<file path="config.mk">
export PLATFORM = sky130hd
export DESIGN_NAME = bcd_serial_subtractor_flat
export DESIGN_NICKNAME = d
export VERILOG_FILES = /design/src/rtl/bcd_pkg.sv /design/src/rtl/bcd_serial_subtractor_if.sv /design/src/rtl/bcd_digit_sub.sv /design/src/rtl/bcd_serial_subtractor.sv /design/src/flat_wrapper.sv
export SDC_FILE = /design/constraint.sdc
export NUM_CORES = 1
export LEC_CHECK = 0
export BUFFER_PORTS_ARGS = -buffer_cell sky130_fd_sc_hd__buf_4
export CORE_ASPECT_RATIO = 0.5
export CORE_UTILIZATION = 48
export DETAILED_ROUTE_END_ITERATION = 8
export PLACE_DENSITY = 0.74
export SLEW_MARGIN = 30
export SYNTH_ARGS = -nofsm -noshare
export SYNTH_HDL_FRONTEND = slang
export SYNTH_SLANG_ARGS = --single-unit
</file>
<file path="constraint.sdc">
create_clock -name clk -period 2.6 [get_ports clk]
set_input_delay 0 -clock clk [delete_from_list [all_inputs] [get_ports clk]]
set_output_delay 0 -clock clk [all_outputs]
set_load 0.01 [all_outputs]
</file>
<file path="src/rtl/bcd_pkg.sv">
// Shared BCD digit constants and sequencer state encoding for the decimal arithmetic datapath.
package bcd_pkg;

  localparam int unsigned BCD_DIGIT_W = 4;
  localparam int unsigned BCD_RADIX   = 10;

  typedef enum logic [1:0] {
    IDLE = 2'd0,
    RUN  = 2'd1,
    DONE = 2'd2
  } state_e;

endpackage : bcd_pkg

</file>
<file path="src/rtl/bcd_serial_subtractor_if.sv">
// Start/busy/done handshake and operand/result bus of the digit-serial BCD subtractor.
interface bcd_serial_subtractor_if #(
  parameter int unsigned DIGITS = 2
);
  logic                  start;
  logic [4*DIGITS-1:0]   A;
  logic [4*DIGITS-1:0]   B;
  logic                  Bin;
  logic                  busy;
  logic                  done;
  logic [4*DIGITS-1:0]   Diff;
  logic                  Bout;
  logic                  invalid;

  modport master (
    output start, A, B, Bin,
    input  busy, done, Diff, Bout, invalid
  );

  modport slave (
    input  start, A, B, Bin,
    output busy, done, Diff, Bout, invalid
  );
endinterface : bcd_serial_subtractor_if

</file>
<file path="src/rtl/bcd_digit_sub.sv">
// Single-digit BCD subtract with borrow: d = a - b - bin, wrapped by +10 on underflow.
module bcd_digit_sub
  import bcd_pkg::*;
(
  input  logic [BCD_DIGIT_W-1:0] a,
  input  logic [BCD_DIGIT_W-1:0] b,
  input  logic                   bin,
  output logic [BCD_DIGIT_W-1:0] d,
  output logic                   bout,
  output logic                   bad
);

  // Five bits hold the full range -16..15, so bit 4 is the sign.
  logic [BCD_DIGIT_W:0] t;

  always_comb begin
    t    = {1'b0, a} - {1'b0, b} - (BCD_DIGIT_W+1)'(bin);
    bout = t[BCD_DIGIT_W];
    d    = bout ? BCD_DIGIT_W'(t + (BCD_DIGIT_W+1)'(BCD_RADIX)) : t[BCD_DIGIT_W-1:0];
    bad  = (a > BCD_DIGIT_W'(BCD_RADIX - 1)) || (b > BCD_DIGIT_W'(BCD_RADIX - 1));
  end

endmodule : bcd_digit_sub

</file>
<file path="src/rtl/bcd_serial_subtractor.sv">
// Digit-serial packed-BCD subtractor, LSD first: Diff = A - B - Bin, one digit per clock.
module bcd_serial_subtractor
  import bcd_pkg::*;
#(
  parameter int unsigned DIGITS = 2
) (
  input  logic                     clk,
  input  logic                     rst,
  bcd_serial_subtractor_if.slave   bus
);

  localparam int unsigned W     = BCD_DIGIT_W * DIGITS;
  localparam int unsigned IDX_W = (DIGITS > 1) ? $clog2(DIGITS) : 1;
  localparam logic [IDX_W-1:0] IDX_LAST = IDX_W'(DIGITS - 1);

  localparam logic [1:0] ST_IDLE = 2'(IDLE);
  localparam logic [1:0] ST_RUN  = 2'(RUN);
  localparam logic [1:0] ST_DONE = 2'(DONE);

  logic [1:0]       state_q,  state_n;
  logic [W-1:0]     a_q,      a_n;
  logic [W-1:0]     b_q,      b_n;
  logic [IDX_W-1:0] idx_q,    idx_n;
  logic             borrow_q, borrow_n;
  logic             busy_q,   busy_n;
  logic             done_q,   done_n;
  logic [W-1:0]     diff_q,   diff_n;
  logic             bout_q,   bout_n;
  logic             inv_q,    inv_n;

  logic [BCD_DIGIT_W-1:0] dig_a, dig_b, dig_d;
  logic                   dig_bout, dig_bad;

  // One digit slice shared across all positions, selected by idx.
  assign dig_a = a_q[BCD_DIGIT_W*int'(idx_q) +: BCD_DIGIT_W];
  assign dig_b = b_q[BCD_DIGIT_W*int'(idx_q) +: BCD_DIGIT_W];

  bcd_digit_sub u_digit (
    .a    (dig_a),
    .b    (dig_b),
    .bin  (borrow_q),
    .d    (dig_d),
    .bout (dig_bout),
    .bad  (dig_bad)
  );

  // State and datapath registers.
  always_ff @(posedge clk or posedge rst) begin
    if (rst) begin
      state_q  <= ST_IDLE;
      a_q      <= '0;
      b_q      <= '0;
      idx_q    <= '0;
      borrow_q <= 1'b0;
      busy_q   <= 1'b0;
      done_q   <= 1'b0;
      diff_q   <= '0;
      bout_q   <= 1'b0;
      inv_q    <= 1'b0;
    end else begin
      state_q  <= state_n;
      a_q      <= a_n;
      b_q      <= b_n;
      idx_q    <= idx_n;
      borrow_q <= borrow_n;
      busy_q   <= busy_n;
      done_q   <= done_n;
      diff_q   <= diff_n;
      bout_q   <= bout_n;
      inv_q    <= inv_n;
    end
  end

  // Next state and next register values.
  always_comb begin
    state_n  = state_q;
    a_n      = a_q;
    b_n      = b_q;
    idx_n    = idx_q;
    borrow_n = borrow_q;
    busy_n   = 1'b0;
    done_n   = 1'b0;
    diff_n   = diff_q;
    bout_n   = bout_q;
    inv_n    = inv_q;

    case (state_q)
      ST_IDLE: begin
        if (bus.start) begin
          a_n      = bus.A;
          b_n      = bus.B;
          borrow_n = bus.Bin;
          idx_n    = '0;
          diff_n   = '0;
          bout_n   = 1'b0;
          inv_n    = 1'b0;
          busy_n   = 1'b1;
          state_n  = ST_RUN;
        end
      end
      ST_RUN: begin
        diff_n[BCD_DIGIT_W*int'(idx_q) +: BCD_DIGIT_W] = dig_d;
        borrow_n = dig_bout;
        inv_n    = inv_q | dig_bad;
        if (idx_q == IDX_LAST) begin
          state_n = ST_DONE;
          done_n  = 1'b1;
          // A malformed operand yields a defined all-zero result.
          if (inv_n) begin
            diff_n = '0;
            bout_n = 1'b0;
          end else begin
            bout_n = dig_bout;
          end
        end else begin
          idx_n  = idx_q + IDX_W'(1);
          busy_n = 1'b1;
        end
      end
      ST_DONE: begin
        state_n = ST_IDLE;
      end
      default: begin
        state_n = ST_IDLE;
      end
    endcase
  end

  assign bus.busy    = busy_q;
  assign bus.done    = done_q;
  assign bus.Diff    = diff_q;
  assign bus.Bout    = bout_q;
  assign bus.invalid = inv_q;

endmodule : bcd_serial_subtractor

</file>
<file path="src/flat_wrapper.sv">
// flat-port wrapper written by rule: the top's interface ports become plain ports
module bcd_serial_subtractor_flat import bcd_pkg::*;
#(
  parameter int unsigned DIGITS = 2
)
  (clk, rst, bus_start, bus_A, bus_B, bus_Bin, bus_busy, bus_done, bus_Diff, bus_Bout, bus_invalid);
  bcd_serial_subtractor_if #(.DIGITS(DIGITS)) bus_i ();
  input  logic clk;
  input  logic rst;
  input wire logic [$bits(bus_i.start)-1:0] bus_start;
  input wire logic [$bits(bus_i.A)-1:0] bus_A;
  input wire logic [$bits(bus_i.B)-1:0] bus_B;
  input wire logic [$bits(bus_i.Bin)-1:0] bus_Bin;
  output wire logic [$bits(bus_i.busy)-1:0] bus_busy;
  output wire logic [$bits(bus_i.done)-1:0] bus_done;
  output wire logic [$bits(bus_i.Diff)-1:0] bus_Diff;
  output wire logic [$bits(bus_i.Bout)-1:0] bus_Bout;
  output wire logic [$bits(bus_i.invalid)-1:0] bus_invalid;
  assign bus_i.start = bus_start;
  assign bus_i.A = bus_A;
  assign bus_i.B = bus_B;
  assign bus_i.Bin = bus_Bin;
  assign bus_busy = bus_i.busy;
  assign bus_done = bus_i.done;
  assign bus_Diff = bus_i.Diff;
  assign bus_Bout = bus_i.Bout;
  assign bus_invalid = bus_i.invalid;
  bcd_serial_subtractor #(.DIGITS(DIGITS)) u_core (.clk(clk), .rst(rst), .bus(bus_i));
endmodule
</file>
==> impl_metrics.ini <==
[floorplanning]
rows = 14
ios = 32
floorplan.die_area_sq_um = 3540
die_width_um = 83.1
start_util_pct = 51.6
die_h_um = 42.6
core_area_sq_um = 3070

[synth]
synth_cells = 134
ys_seq_elements = 32
netlist_area_sq_um = 1580
synthTopCellsByArea = dfrtp_1, mux2_2, mux2i_1
syn_area_per_cell_sq_um = 11.8
synth_seq_area_share_pct = 50.7
synth_edf_count = 0
yosysTopAreaCell = dfrtp_1
synthFlopType = dfrtp_1
syn-num-nets = 161
synthDistinctLibCells = 29
synth_top_area_share_pct = 50.7
async_reset_ff_share_pct = 100
yosysWarnings = 0

[sta]
max_freq_mhz = 404
relSlewSlack_pct = 73.1
rsz0062_at_grt = no
setup_tns_ns = 0
tightest_slew_ns = 0.404
period_share_pct = 95.3
setup_violations = 0
hold_viol = 0
layout_min_cycle_time_ns = 2.48
finalMaxSlewViolations = 0
clock_skew_ns = 0.00335
fin_ws_ns = 0.122

[routing]
wire_per_inst_um = 14.1
dr.pass1.iters = 4
antenna_left = 0
drtIter0Drc = 22
via_count = 1176
drc_errors = 0
routed_via_density = 5.11
wl_mm = 3.24

[place]
port_buffers = 31
hpwlAfterDp_mm = 2.23
place_congestion = 0.801
dp.cells = 204
pre_cts_slack_ns = 0.0718

[finish]
final_cells = 230
syn_to_final_growth_pct = 36.6
fin_nets = 216
drive_gt1_share_pct = 36.8
diodes = 0

[global_route]
antenna_found_initial = 0
grt-ovfl-total = 0
grt_max_degree = 33
first_global_vias = 1230
grt_pass1_wl_mm = 5.67
grt_usage_pct = 21.2

[pwr]
pwr-share-seq_pct = 25.8
swShare_pct = 41.1
internal-power_uw = 2050
combPwrFrac_pct = 62.7
vdd_drop_max_v = 0.000683
pwr-share-clk_pct = 11.4
p_leak_uw = 0.00103
power_uw = 3470
p_per_area_nw_per_um2 = 1610
power_switching_uw = 1430

[clock_tree]
clock_latency_ns = 0.28
cts_root_buffer = clkbuf_8
path_clk_slew_ns = 0.07
tritoncts = done
ctsHtreeMaxLevel = 2
numCtsBuffers = 5
clockBufferDepth = 2
cts.sinks = 32

[hold_path]
hold_class = in -> reg

[critical_path]
cp_max_fo = 5
cp.required_ns = 2.81
setup.worst_path.start_class = register
crit_arrival_ns = 2.69
worstSetupPathType = reg -> reg
critPathCaptureType = register

[run]
maxCapViolCount = 0

[outcome]
status = finished clean
-- per-layer routing --
layer / up-vias / global-route usage [%] / routed length [um]
li1: 570 / - / -
met1: 580 / 28.1 / 1610
met2: 22 / 33.3 / 1480
met3: 4 / 6.50 / 120
met4: 0 / 7.93 / 39
met5: - / 0 / 0
-- final cells by class --
type | instances | area (sq um)
fillers | 237 | 907
flip-flops and latches | 32 | 802
multi-input cells | 88 | 736
repair buffers | 53 | 444
clock buffers | 6 | 82.6
well taps | 40 | 50.0
inverters | 9 | 33.8
clock inverters | 2 | 10.0
-- power by group through the flow --
stage	clock (uW)	combinational (uW)	sequential, uW
after floorplan	0	1560	854
after global placement	0	2000	894
after detailed placement	0	2070	895
after CTS	400	2120	887
after global routing	425	2420	936
final	397	2180	897
-- timing repair --
action	CTS	global route
setup endpoints to repair	0	6
hold endpoints to repair	48	0
hold buffers	17	0
setup buffers	0	1
gates resized for setup	0	6
-- sequential cells by signal, summed over array words and instances (netlist names) --
name,flops
u_core.a_q,8
u_core.b_q,8
u_core.borrow_q,1
u_core.bus.Bout,1
u_core.bus.Diff,8
u_core.bus.busy,1
u_core.bus.done,1
u_core.bus.invalid,1
u_core.idx_q,1
u_core.state_q,2
-- synth_stat cells (all sizes together), types with 4 or more instances --
cell / number
dfrtp: 32
mux2: 18
nand2: 10
o21ai: 10
inv: 9
mux2i: 7
nor2: 7
ha: 5
buf: 4
nand2b: 4
o2bb2ai: 4
-- placed cells by master, fill, tap and decap left out, drive strengths merged --
cell type	synthesis	layout
nor2b	3	3
and3b	2	2
a2111o	1	1
nor2	7	7
mux2	18	18
or2	3	3
buf	4	36
ha	5	5
o21bai	2	2
dlygate4sd3	0	17
a32o	1	1
o2bb2ai	4	4
nand2b	4	4
clkinv	0	2
mux2i	7	7
fa	2	2
o22ai	1	1
nand2	10	10
a21boi	1	1
nor3	2	2
o21ai	10	10
inv	9	9
dfrtp	32	32
xnor3	1	1
clkbuf	1	6
a21oi	2	2
xnor2	2	2
-- worst paths after layout --
path / start / end / slack [ns] / cells after the start
min in group asynchronous: rst / u_core.a_q[0]$_DFFE_PP0P_ / 0.37 / 4
worst max register to register: u_core.idx_q$_DFFE_PP0P_ / u_core.bus.Diff[3]$_DFFE_PP0P_ / 0.12 / 9
worst min-delay path: bus_start / u_core.borrow_q$_DFFE_PP0P_ / 0.09 / 4
max in group asynchronous: rst / u_core.idx_q$_DFFE_PP0P_ / 1.93 / 4
worst min register to register: u_core.bus.Diff[4]$_DFFE_PP0P_ / u_core.bus.Diff[4]$_DFFE_PP0P_ / 0.49 / 2
worst max-delay path: u_core.idx_q$_DFFE_PP0P_ / u_core.bus.Diff[3]$_DFFE_PP0P_ / 0.12 / 9
-- through the flow --
step | area (sq um) | util, % | hold WS (ns)
2_1_floorplan | 1590 | - | 0.116
3_3_place_gp | 1870 | 61.0 | 0.107
3_5_place_dp | 1870 | 61.0 | 0.115
4_1_cts | 2130 | 69.6 | 0.0817
5_1_grt | 2160 | 70.4 | 0.116
6_report | 2160 | 70.4 | 0.0868
-- worst max-delay path: stages, from the launching register on --
cell	delay [ns]
dfrtp_2	0.42
mux2i_2	0.27
fa_2	0.24
inv_1	0.05
fa_1	0.44
and3b_1	0.21
o22ai_2	0.17
nor2b_2	0.17
xnor3_1	0.28
o2bb2ai_1	0.15
-- kinds of logic after synthesis --
| group | after synthesis | share of synthesized area (%) |
|---|---|---|
| DFF | 32 | 50.7 |
| muxes | 25 | 17.3 |
| buffers and inverters | 14 | 3.96 |
| and+or+nand+nor | 31 | 9.90 |
| adders and majority gates | 7 | 6.49 |
| xor gates and xnor gates | 3 | 2.53 |
| AOI/OAI and AO/OA | 22 | 9.18 |
No activity file was read; power rests on OpenSTA's default activity.
